## src/rtl/key_command_fsm_pkg.sv

```systemverilog
// ============================================================================
// key_command_fsm_pkg : state, digit-limit and target encodings  | Rev 1.0
// ============================================================================
`default_nettype none

package key_command_fsm_pkg;

  typedef enum logic [1:0] {
    ST_IDLE    = 2'd0,
    ST_ENTRY   = 2'd1,
    ST_WAIT_CR = 2'd2
  } state_t;

  localparam logic [3:0] HR_TENS_MAX        = 4'd2;
  localparam logic [3:0] HR_UNITS_MAX_AT_20 = 4'd3;
  localparam logic [3:0] MIN_TENS_MAX       = 4'd5;
  localparam logic [3:0] DEC_MAX            = 4'd9;

  localparam logic TGT_TOD   = 1'b0;
  localparam logic TGT_ALARM = 1'b1;

endpackage

`default_nettype wire

```

## src/rtl/key_command_fsm_digit_limit_check.sv

```systemverilog
// ============================================================================
// digit_limit_check : accepts a BCD digit if it fits the HH:MM slot  | Rev 1.0
// ============================================================================
`default_nettype none

module digit_limit_check
  import key_command_fsm_pkg::*;
(
  input  logic [2:0] digit_count_i,
  input  logic [3:0] hr_tens_i,
  input  logic [3:0] digit_val_i,
  input  logic       det_num0to5_i,
  output logic       accept_o
);

  always_comb begin
    accept_o = 1'b0;
    case (digit_count_i)
      3'd0: accept_o = (digit_val_i <= HR_TENS_MAX);
      3'd1: accept_o = (hr_tens_i == HR_TENS_MAX) ? (digit_val_i <= HR_UNITS_MAX_AT_20)
                                                  : (digit_val_i <= DEC_MAX);
      // Minute tens relies on the decoder's 0-5 strobe, not just the nibble.
      3'd2: accept_o = det_num0to5_i && (digit_val_i <= MIN_TENS_MAX);
      3'd3: accept_o = (digit_val_i <= DEC_MAX);
      default: accept_o = 1'b0;
    endcase
  end

endmodule

`default_nettype wire

```

## src/rtl/key_command_fsm.sv

```systemverilog
// ============================================================================
// key_command_fsm : key strobes -> clock-core control and HH:MM loads | Rev 1.0
// Optional entry timeout: define ENTRY_TIMEOUT_EN.
// ============================================================================
`default_nettype none

module key_command_fsm
  import key_command_fsm_pkg::*;
#(
  parameter logic [23:0] TIMEOUT_CYC = 24'd12_000_000
)
(
  input  logic        clk,
  input  logic        rst_n,
  input  logic        det_esc,
  input  logic        det_num,
  input  logic        det_num0to5,
  input  logic        det_cr,
  input  logic        det_atSign,
  input  logic        det_A,
  input  logic        det_L,
  input  logic        det_N,
  input  logic        det_S,
  input  logic [3:0]  digit_val,
  output logic        entry_active,
  output logic        entry_target,
  output logic [15:0] entry_digits,
  output logic [2:0]  digit_count,
  output logic        load_tod,
  output logic        load_alarm,
  output logic        run_pulse,
  output logic        stop_pulse,
  output logic        alarm_en,
  output logic [1:0]  led_sel,
  output logic        key_err
);

  state_t      state_q;
  logic        entry_target_q;
  logic [15:0] entry_digits_q;
  logic [2:0]  digit_count_q;
  logic        load_tod_q;
  logic        load_alarm_q;
  logic        run_pulse_q;
  logic        stop_pulse_q;
  logic        alarm_en_q;
  logic [1:0]  led_sel_q;
  logic        key_err_q;

  logic w_digit;
  logic w_letter;
  logic w_any;
  logic w_accept;
  logic w_timeout;

  assign w_digit  = det_num | det_num0to5;
  assign w_letter = det_atSign | det_A | det_L | det_N | det_S;
  assign w_any    = w_digit | w_letter | det_esc | det_cr;

  digit_limit_check u_limit (
    .digit_count_i (digit_count_q),
    .hr_tens_i     (entry_digits_q[15:12]),
    .digit_val_i   (digit_val),
    .det_num0to5_i (det_num0to5),
    .accept_o      (w_accept)
  );

`ifdef ENTRY_TIMEOUT_EN
  logic [23:0] timer_q;

  // Held at zero in IDLE so it starts from zero on entry start.
  always_ff @(posedge clk) begin
    if (!rst_n) begin
      timer_q <= '0;
    end else if (state_q == ST_IDLE || w_any || w_timeout) begin
      timer_q <= '0;
    end else begin
      timer_q <= timer_q + 24'd1;
    end
  end

  assign w_timeout = (state_q != ST_IDLE) && !w_any && (timer_q == TIMEOUT_CYC - 24'd1);
`else
  logic w_unused_timeout;
  assign w_unused_timeout = ^TIMEOUT_CYC;
  assign w_timeout        = 1'b0;
`endif

  always_ff @(posedge clk) begin
    if (!rst_n) begin
      state_q        <= ST_IDLE;
      entry_target_q <= TGT_TOD;
      entry_digits_q <= 16'h0000;
      digit_count_q  <= 3'd0;
      load_tod_q     <= 1'b0;
      load_alarm_q   <= 1'b0;
      run_pulse_q    <= 1'b0;
      stop_pulse_q   <= 1'b0;
      alarm_en_q     <= 1'b0;
      led_sel_q      <= 2'd0;
      key_err_q      <= 1'b0;
    end else begin
      load_tod_q   <= 1'b0;
      load_alarm_q <= 1'b0;
      run_pulse_q  <= 1'b0;
      stop_pulse_q <= 1'b0;
      key_err_q    <= 1'b0;

      case (state_q)
        ST_IDLE: begin
          if (!det_esc) begin
            if (det_cr) begin
              stop_pulse_q <= 1'b1;
            end else if (!w_digit) begin
              if (det_atSign || det_A) begin
                state_q        <= ST_ENTRY;
                entry_target_q <= det_atSign ? TGT_TOD : TGT_ALARM;
                entry_digits_q <= 16'h0000;
                digit_count_q  <= 3'd0;
              end else if (det_S) begin
                run_pulse_q <= 1'b1;
              end else if (det_L) begin
                alarm_en_q <= ~alarm_en_q;
              end else if (det_N) begin
                led_sel_q <= led_sel_q + 2'd1;
              end
            end
          end
        end

        ST_ENTRY: begin
          if (w_timeout) begin
            state_q       <= ST_IDLE;
            digit_count_q <= 3'd0;
            key_err_q     <= 1'b1;
          end else if (det_esc) begin
            state_q       <= ST_IDLE;
            digit_count_q <= 3'd0;
          end else if (det_cr) begin
            key_err_q <= 1'b1;
          end else if (w_digit) begin
            if (w_accept) begin
              case (digit_count_q[1:0])
                2'd0:    entry_digits_q[15:12] <= digit_val;
                2'd1:    entry_digits_q[11:8]  <= digit_val;
                2'd2:    entry_digits_q[7:4]   <= digit_val;
                default: entry_digits_q[3:0]   <= digit_val;
              endcase
              digit_count_q <= digit_count_q + 3'd1;
              if (digit_count_q == 3'd3) begin
                state_q <= ST_WAIT_CR;
              end
            end else begin
              key_err_q <= 1'b1;
            end
          end else if (w_letter) begin
            key_err_q <= 1'b1;
          end
        end

        ST_WAIT_CR: begin
          if (w_timeout) begin
            state_q       <= ST_IDLE;
            digit_count_q <= 3'd0;
            key_err_q     <= 1'b1;
          end else if (det_esc) begin
            state_q       <= ST_IDLE;
            digit_count_q <= 3'd0;
          end else if (det_cr) begin
            state_q      <= ST_IDLE;
            load_tod_q   <= (entry_target_q == TGT_TOD);
            load_alarm_q <= (entry_target_q == TGT_ALARM);
          end else if (w_digit || w_letter) begin
            key_err_q <= 1'b1;
          end
        end

        default: begin
          state_q <= ST_IDLE;
        end
      endcase
    end
  end

  assign entry_active = (state_q != ST_IDLE);
  assign entry_target = entry_target_q;
  assign entry_digits = entry_digits_q;
  assign digit_count  = digit_count_q;
  assign load_tod     = load_tod_q;
  assign load_alarm   = load_alarm_q;
  assign run_pulse    = run_pulse_q;
  assign stop_pulse   = stop_pulse_q;
  assign alarm_en     = alarm_en_q;
  assign led_sel      = led_sel_q;
  assign key_err      = key_err_q;

endmodule

`default_nettype wire
```

## config.mk

```make
export PLATFORM = sky130hd
export DESIGN_NAME = key_command_fsm
export DESIGN_NICKNAME = d
export VERILOG_FILES = /design/src/rtl/key_command_fsm_pkg.sv /design/src/rtl/key_command_fsm_digit_limit_check.sv /design/src/rtl/key_command_fsm.sv
export SDC_FILE = /design/constraint.sdc
export NUM_CORES = 1
export LEC_CHECK = 0
export CAP_MARGIN = 20
export CORE_UTILIZATION = 44
export CTS_CLUSTER_SIZE = 25
export DETAILED_ROUTE_END_ITERATION = 12
export DONT_BUFFER_PORTS = 1
export MAX_ROUTING_LAYER = met4
export PLACE_DENSITY = 0.66
export SLEW_MARGIN = 20
export SYNTH_ARGS = -nofsm -noshare
export SYNTH_HDL_FRONTEND = slang
export SYNTH_SLANG_ARGS = --single-unit
```

## constraint.sdc

```tcl
create_clock -name clk -period 2.35 [get_ports clk]
set_input_delay 0.235 -clock clk [delete_from_list [all_inputs] [get_ports clk]]
set_output_delay 0.235 -clock clk [all_outputs]
set_load 0.01 [all_outputs]
```

Yosys cells after proc, flatten, opt, wreduce, memory -nomap -nowiden
Index checks and enable logic that the tools add are counted.
{"block": "op_classes", "n_lt_le_gt_ge": 4, "n_eq_ne": 26, "n_addsub": 2, "bitwise": 16, "n_reduce_logical": 22, "mux": 49}
{"op": "2-to-1 mux 16 bit", "count": 8}
{"op": "AND reduction 10 bit", "count": 4}
{"op": "one-hot mux 16 bit (2 select lines)", "count": 1}
{"op": "2-to-1 mux 3 bit", "count": 9}
{"op": "2-to-1 mux 2 bit", "count": 11}
{"op": "!= test 2 bit (second input constant)", "count": 9}
{"op": "AND reduction 9 bit", "count": 2}
{"op": "2-to-1 mux 4 bit", "count": 4}
{"op": "2-to-1 mux 1 bit", "count": 12}
{"op": "!= test 3 bit (second input constant)", "count": 4}
{"op": "inverter 1 bit", "count": 11}
{"op": "one-hot mux 3 bit (3 select lines)", "count": 1}
{"op": "<= comparator 4 x 2 -> 1 bit (second input constant)", "count": 2}
{"op": "!= test 2 x 1 -> 1 bit (second input constant)", "count": 4}
{"op": "AND reduction 8 bit", "count": 1}
{"op": "AND reduction 7 bit", "count": 1}
{"op": "equality test 3 x 2 -> 1 bit (second input constant)", "count": 2}
{"op": "one-hot mux 2 bit (3 select lines)", "count": 1}
{"op": "OR reduction 3 bit", "count": 2}
{"op": "OR reduction 6 bit", "count": 1}
{"op": "bitwise OR 1 bit", "count": 5}
{"op": "AND reduction 5 bit", "count": 1}
{"op": "equality test 2 x 1 -> 1 bit (second input constant)", "count": 2}
{"op": "equality test 2 bit (second input constant)", "count": 2}
{"op": "other kinds (16)", "count": 19}
{"block": "totals", "wordCells": 133, "output_inout_bits": 29, "regBits": 30, "inputBits": 15}

Logic depth before layout (Yosys ltp)
Gate-level depths: netlist of the first run.
{"block": "logic_depth", "word_depth": 9, "ltp_mapped": 9, "ltp_nobuf": 8}

By module
Synthesis of the first run repeated with hierarchy kept, for this count alone.
{"block": "unflattened", "hier_cells": 168, "area_unflattened_um2": 1542.7}
{"mod": "key_command_fsm", "n_inst": 1, "seq_area_each_um2": 600.6, "area_each_um2": 1475.2, "cells_each": 158}
{"mod": "digit_limit_check", "n_inst": 1, "seq_area_each_um2": 0.0, "area_each_um2": 67.6, "cells_each": 10}

Worst setup path after synthesis of the first run
Ideal clock, no wire load.
{"block": "synth_path", "kind": "register -> register", "startpoint": "reg digit_count_q[0] (netlist: digit_count[0])", "endpoint": "reg entry_digits_q[11] (netlist: entry_digits[11])", "slack_ns": 0.414, "setup_time_ns": 0.125, "path_stages_with_launch": 9, "path_buffers": 0, "t_required_ns": 2.225, "synth_period_minus_slack_ns": 1.936, "arrival_ns": 1.811, "cell_sequence": "dfxtp_1 inv_1 ha_1 nand2_1 a2111oi_1 a21oi_1 o32ai_4 and3_1 o22ai_1"}
{"block": "synth_via", "elab_chain_len": 4, "word_cells_on_any_way": 9, "classes_between": "eq/ne (6); mux (1); reduce/logical (2)"}
{"element": "start, declared", "line_no": "key_command_fsm.sv:41", "rtl": "logic [2:0] digit_count_q;"}
{"element": "start signal, assigned", "line_no": "key_command_fsm.sv:149", "rtl": "digit_count_q <= digit_count_q + 3'd1;"}
{"element": "equality test 3 x 2 -> 1 bit, or another cell as far along", "line_no": "key_command_fsm_digit_limit_check.sv:18", "rtl": "case (digit_count_i)"}
{"element": "one-hot mux 1 bit (4 select lines)", "line_no": "key_command_fsm_digit_limit_check.sv:18"}
{"element": "!= test 2 x 1 -> 1 bit (no source line)"}
{"element": "AND reduction 10 bit (no source line) (*)"}
{"element": "end signal, assigned", "line_no": "key_command_fsm.sv:145", "rtl": "2'd1: entry_digits_q[11:8] <= digit_val;"}
{"element": "end, declared", "line_no": "key_command_fsm.sv:40", "rtl": "logic [15:0] entry_digits_q;"}
Mark *: on every way between the ends. The rest lies on a longest branch, timed or not.
A chain may end at the register's enable or synchronous reset.

Worst setup path after layout of the first run
{"block": "layout_path", "startpoint": "reg digit_count_q[1] (netlist: digit_count[1])", "endpoint": "reg entry_digits_q[14] (netlist: entry_digits[14])"}
The elaborated chain is that of the path after synthesis.

==> results.yml, run 1 <==
status:
  status: "finished clean"
clocking:
  clk_latency_ns: 0.33
  clk_pin_slew_ns: 0.09
  clockRootBuffer: "clkbuf_4"
  cts_sinks: 30
  cts.htree.levels: 2
  cts_tree: "built"
  cts.path.max_buffers: 2
  numCtsBuffers: 5
yosys:
  synth_edf_count: 0
  syn_avg_cell_area_um2: 8.72
  synth_area_mm2: 0.00146
  async_flop_share_pct: 0
  seq_area_frac_synth_pct: 41.2
  ys_seq_elements: 30
  synth_cell_type_count: 43
  ys.flop_type: "dfxtp_1"
  yosysWarnings: 0
  netlist_instances: 167
  syn_nets: 192
worst_hold_path:
  min_path_type: "primary input to flip-flop"
  min_path_cells: 2
sta:
  final_max_slew_viol_count: 0
  setup_violations: 0
  slew_headroom_pct: 66.8
  period_needed_ns: 2.13
  period_share_pct: 90.6
  worstMarginPinSlew_ns: 0.497
  hold_viol_final: 0
  finalHoldWorstSlack_ns: 0.00829
  fmax_mhz: 470
  finalWorstSetupSlack_ns: 0.222
  timing.clock.skew_ns: 0.0103
critical_path:
  critPathCaptureType: "flip-flop"
  cp-startpoint: "digit_count[1]"
  crit_path_start_kind: "flip-flop"
  crit_buf_inv: 1
  cp.depth: 8
  critPathMaxStageDelay_ns: 0.46
  required_ns: 2.57
  critical_path_arrival_ns: 2.35
  r2r_end: "entry_digits[14]"
  worstPathMaxFanout: 5
  r2r_cells: 8
  crit_path_end: "entry_digits[14]"
  r2r-start: "digit_count[1]"
  path_class: "flip-flop to flip-flop"
  crit_chain: "ha_1, nand2_1, a2111oi_1, a21oi_1, o32ai_4, buf_4, and3_1, o22ai_1"
  critPathSlowestCell: "dfxtp_1"
  reg2reg_slack_ns: 0.22
  path_delay_family: "compound AO/OA/AOI/OAI gates"
power_and_ir_drop:
  powerDensity_mw_per_mm2: 665
  p_leak_nw: 0.618
  peakVddDrop_uv: 347
job:
  cap_violations: 0
detailed_routing:
  antenna_left: 0
  detail_route.wirelength_mm: 3.25
  vias: 1279
  viasPerCell: 5.79
  drc: 0
  wl_per_cell_um: 14.7
  drtIter0Drc: 54
  dr.pass1.iters: 4
finish:
  syn_to_final_growth_pct: 10.3
  diodes: 0
  drive_gt1_share_pct: 10.2
  stdcell_count: 221
  nNetsFinal: 201
  design_area_mm2: 0.00161
die:
  ioPinCount: 44
  core_area_mm2: 0.00310
  start_util_pct: 46.9
  fp.dieW_um: 59.5
  row_count: 20
  die_y_um: 59.5
  die-area_mm2: 0.00354
placed_design:
  gp_congestion: 0.826
  placed_area_mm2: 0.00150
  placedCellCount: 208
  dpl_worst_slack_ns: 0.150
  detailed_place_hpwl_mm: 2.42
  port_buffers: 0
global_routing:
  grt_overflow_total: 0
  grt_max_degree: 17
  grt_pass1_wl_mm: 5.23
  grt_pass1_vias: 1147
  grt_use_total_pct: 20.7
  antenna_found_initial: 0
-- worst register-to-register path: stages (launching register included) --
cell and delay [ns]:
dfxtp_1 0.46, ha_1 0.24, nand2_1 0.07, a2111oi_1 0.31, a21oi_1 0.14, o32ai_4 0.28
buf_4 0.19, and3_1 0.24, o22ai_1 0.10
-- logic make-up (layout without fill, tap and decap cells) --
family,after synthesis,count (layout),share of synthesized area [%]
AO/OA/AOI/OAI,45,45,22.1
XOR/XNOR,2,2,1.20
multiplexers,1,1,0.687
buffers and inverters,17,27,4.47
flip-flops,30,30,41.2
AND/OR/NAND/NOR,61,61,21.1
adder cells (fa/ha/maj),11,11,9.28
-- worst min path at each step --
stage | start | end | slack (ns)
floorplan | det_atSign | entry_target | 0.33
global placement | det_esc | stop_pulse | 0.31
detailed placement | det_esc | stop_pulse | 0.31
CTS | det_cr | stop_pulse | 0.002
global route | det_cr | stop_pulse | 0.004
finish | det_cr | stop_pulse | 0.008
-- final cells by class --
class / instances / area [um2]
Clock buffer: 7 / 55.1
Clock inverter: 1 / 5.00
Fill cell: 325 / 1500
Inverter: 13 / 48.8
Multi-Input combinational cell: 120 / 791
Sequential cell: 30 / 602
Tap cell: 44 / 55.1
Timing Repair Buffer: 6 / 50.0
-- placed cells by master (no fill, tap or decap), drive strengths merged, types with 2 or more instances in the layout --
| cell | n |
|---|---|
| a211oi | 2 |
| a21oi | 8 |
| a31oi | 2 |
| and3 | 5 |
| buf | 4 |
| clkbuf | 7 |
| dfxtp | 30 |
| dlygate4sd3 | 2 |
| ha | 10 |
| inv | 13 |
| nand2 | 27 |
| nand3 | 5 |
| nand4 | 2 |
| nor2 | 8 |
| nor2b | 3 |
| nor3 | 3 |
| o21ai | 5 |
| o22ai | 17 |
| o32ai | 3 |
-- metrics by stage --
step / utilization (%) / total power [W] / setup TNS, ns
3_5_place_dp: 48.4 / 0.000754 / 0
3_3_place_gp: 48.4 / 0.000750 / 0
5_1_grt: 51.8 / 0.00113 / -0.00193
4_1_cts: 51.0 / 0.00107 / 0
2_1_floorplan: - / 0.000720 / 0
6_report: 51.8 / 0.00107 / 0
-- per-layer routing --
layer  wire length [um]  global-route usage (%)  share of wire (%)  vias up
li1                   -                       -                  -      623
met1               1450                    25.4                 45      600
met2               1480                    31.3                 46       50
met3                271                    7.86                8.4        6
met4                 42                    6.98                1.3        0
met5                  0                       -                  0        -
-- cell usage after synthesis (2+ instances only) --
master    instances  area share, %
a211oi_1          2            1.0
a21oi_1           8            2.7
a31oi_1           2           0.86
and3_1            5            2.1
clkbuf_1          3           0.77
dfxtp_1          30             41
ha_1             10            8.6
inv_1            12            3.1
nand2_1          27            7.0
nand3_1           4            1.4
nor2_1            7            1.8
nor2b_1           3            1.3
nor3_1            3            1.0
o21ai_0           5            1.7
o22ai_1          17            7.3
o32ai_1           2            1.2
-- power by group --
part | switching (W) | internal (W) | leakage [nW]
Sequential | 0.0000146 | 0.000521 | 0.242
Combinational | 0.000139 | 0.0000796 | 0.340
Clock | 0.000169 | 0.000145 | 0.0353
Total | 0.000322 | 0.000745 | 0.618
-- what timing repair did --
| action | CTS | global route |
|---|---|---|
| resized for setup | 0 | 4 |
| hold buffers | 2 | 0 |
| setup buffers | 0 | 3 |
| endpoints found under the setup margin | 0 | 19 |
| hold endpoints to repair | 4 | 0 |
-- sequential cells by signal, summed over array words and instances (netlist names) --
name          count
entry_digits     16
digit_count       3
led_sel           2
state_q           2
alarm_en          1
entry_target      1
key_err           1
load_alarm        1
load_tod          1
run_pulse         1
stop_pulse        1
Power figures use the tool's default switching activity.
==> run 2: changes to the inputs <==
Settings changed: MAX_ROUTING_LAYER met4 to unset.
==> results.yml, run 2 (same netlist as run 1, synthesis figures left out) <==
critical_path:
  critPathCaptureType: "flip-flop"
  critical_path_arrival_ns: 2.35
  worstPathMaxFanout: 5
  crit_path_start_kind: "flip-flop"
  path_class: "flip-flop to flip-flop"
  required_ns: 2.57
placed_design:
  dpl_worst_slack_ns: 0.150
  placedCellCount: 208
  gp_congestion: 0.814
  detailed_place_hpwl_mm: 2.42
  port_buffers: 0
clocking:
  clk_pin_slew_ns: 0.09
  clockRootBuffer: "clkbuf_4"
  cts.path.max_buffers: 2
  clk_latency_ns: 0.33
  cts_sinks: 30
  cts.htree.levels: 2
  cts_tree: "built"
  numCtsBuffers: 5
status:
  status: "finished clean"
power_and_ir_drop:
  p_switching_w: 0.000323
  p_clk_share_pct: 29.4
  sequentialPowerShare_pct: 50.1
  power_frac_comb_pct: 20.5
  peakVddDrop_uv: 346
  p_leak_nw: 0.618
  switching_share_pct: 30.2
  powerDensity_mw_per_mm2: 665
  intPower_w: 0.000745
die:
  fp.dieW_um: 59.5
  start_util_pct: 46.9
  die-area_mm2: 0.00354
  core_area_mm2: 0.00310
  row_count: 20
  ioPinCount: 44
  die_y_um: 59.5
detailed_routing:
  wl_met3_um: 242
  top_layer_used: "met4"
  viasPerCell: 5.77
  vias: 1275
  drc: 0
  drtIter0Drc: 75
  detail_route.wirelength_mm: 3.26
  dr.pass1.iters: 4
  wl_per_cell_um: 14.8
  met1_length_mm: 1.48
  antenna_left: 0
  met2_length_mm: 1.49
finish:
  diodes: 0
  nNetsFinal: 201
  layout_common_cells: "dfxtp_1, nand2_1, o22ai_1, inv_1, ha_1"
  layout.cells.most_common: "dfxtp_1"
  syn_to_final_growth_pct: 10.3
  drive_gt1_share_pct: 10.2
  stdcell_count: 221
  largest_reg_flops: 16
global_routing:
  grt_pass1_vias: 1147
  grt_max_degree: 17
  grt_overflow_total: 0
  grt_pass1_wl_mm: 5.22
  grt_use_total_pct: 20.1
  antenna_found_initial: 0
sta:
  finalWorstSetupSlack_ns: 0.219
  timing.clock.skew_ns: 0.0101
  fmax_mhz: 469
  period_needed_ns: 2.13
  final_max_slew_viol_count: 0
  slew_headroom_pct: 66.4
  setup_violations: 0
  period_share_pct: 90.7
  worstMarginPinSlew_ns: 0.503
  hold_viol_final: 0
job:
  cap_violations: 0
worst_hold_path:
  min_path_type: "primary input to flip-flop"
run 2: per-layer routing:
metal	vias up	GRT usage, %
met4	0	6.98
met1	606	24.8
met2	42	31.3
met3	5	8.73
met5	-	0
li1	622	-
run 2: area by class of cell:
cell class	instances	area [um2]
multi-input combinational	120	791
clock inverter	1	5.00
sequential	30	602
fill	325	1500
tap	44	55.1
inverter	13	48.8
timing repair buffer	6	50.0
clock buffer	7	55.1
run 2: final timing paths:
| path | slack (ns) | cells after the start | end | from |
|---|---|---|---|---|
| setup / recovery | 0.22 | 8 | entry_digits[14] | digit_count[1] |
| hold / removal | 0.008 | 2 | stop_pulse | det_cr |
| setup reg to reg | 0.22 | 8 | entry_digits[14] | digit_count[1] |
| hold reg to reg | 0.52 | 2 | entry_digits[11] | entry_digits[11] |
run 2: timing repair:
action | in CTS | in global routing
hold buffers | 2 | 0
gates resized for setup | 0 | 4
endpoints found under the setup margin | 0 | 19
buffers inserted | 0 | 3
endpoints found under the hold margin | 4 | 0
run 2: critical path, stage by stage (launching register included):
cell and delay (ns):
dfxtp_1 0.46, ha_1 0.24, nand2_1 0.07, a2111oi_1 0.31, a21oi_1 0.14, o32ai_4 0.28, buf_4 0.19, and3_1 0.24
o22ai_1 0.10
run 2: metrics by stage:
stage	total power [W]	utilization (%)	hold slack (ns)	TNS, ns	area (um2)
final	0.00107	51.8	0.00814	0	1610
after global routing	0.00113	51.8	0.00403	-0.00192	1610
after CTS	0.00107	51.0	0.00220	0	1580
after detailed placement	0.000754	48.4	0.314	0	1500
after global placement	0.000750	48.4	0.313	0	1500
after floorplan	0.000720	-	0.332	0	1460
run 2: power groups by stage:
stage                     sequential, W  clock (W)  combinational, W
after CTS                      0.000535   0.000323          0.000212
after global placement         0.000545          0          0.000205
final                          0.000535   0.000314          0.000219
after detailed placement       0.000547          0          0.000207
after floorplan                0.000543          0          0.000177
after global routing           0.000538   0.000349          0.000243
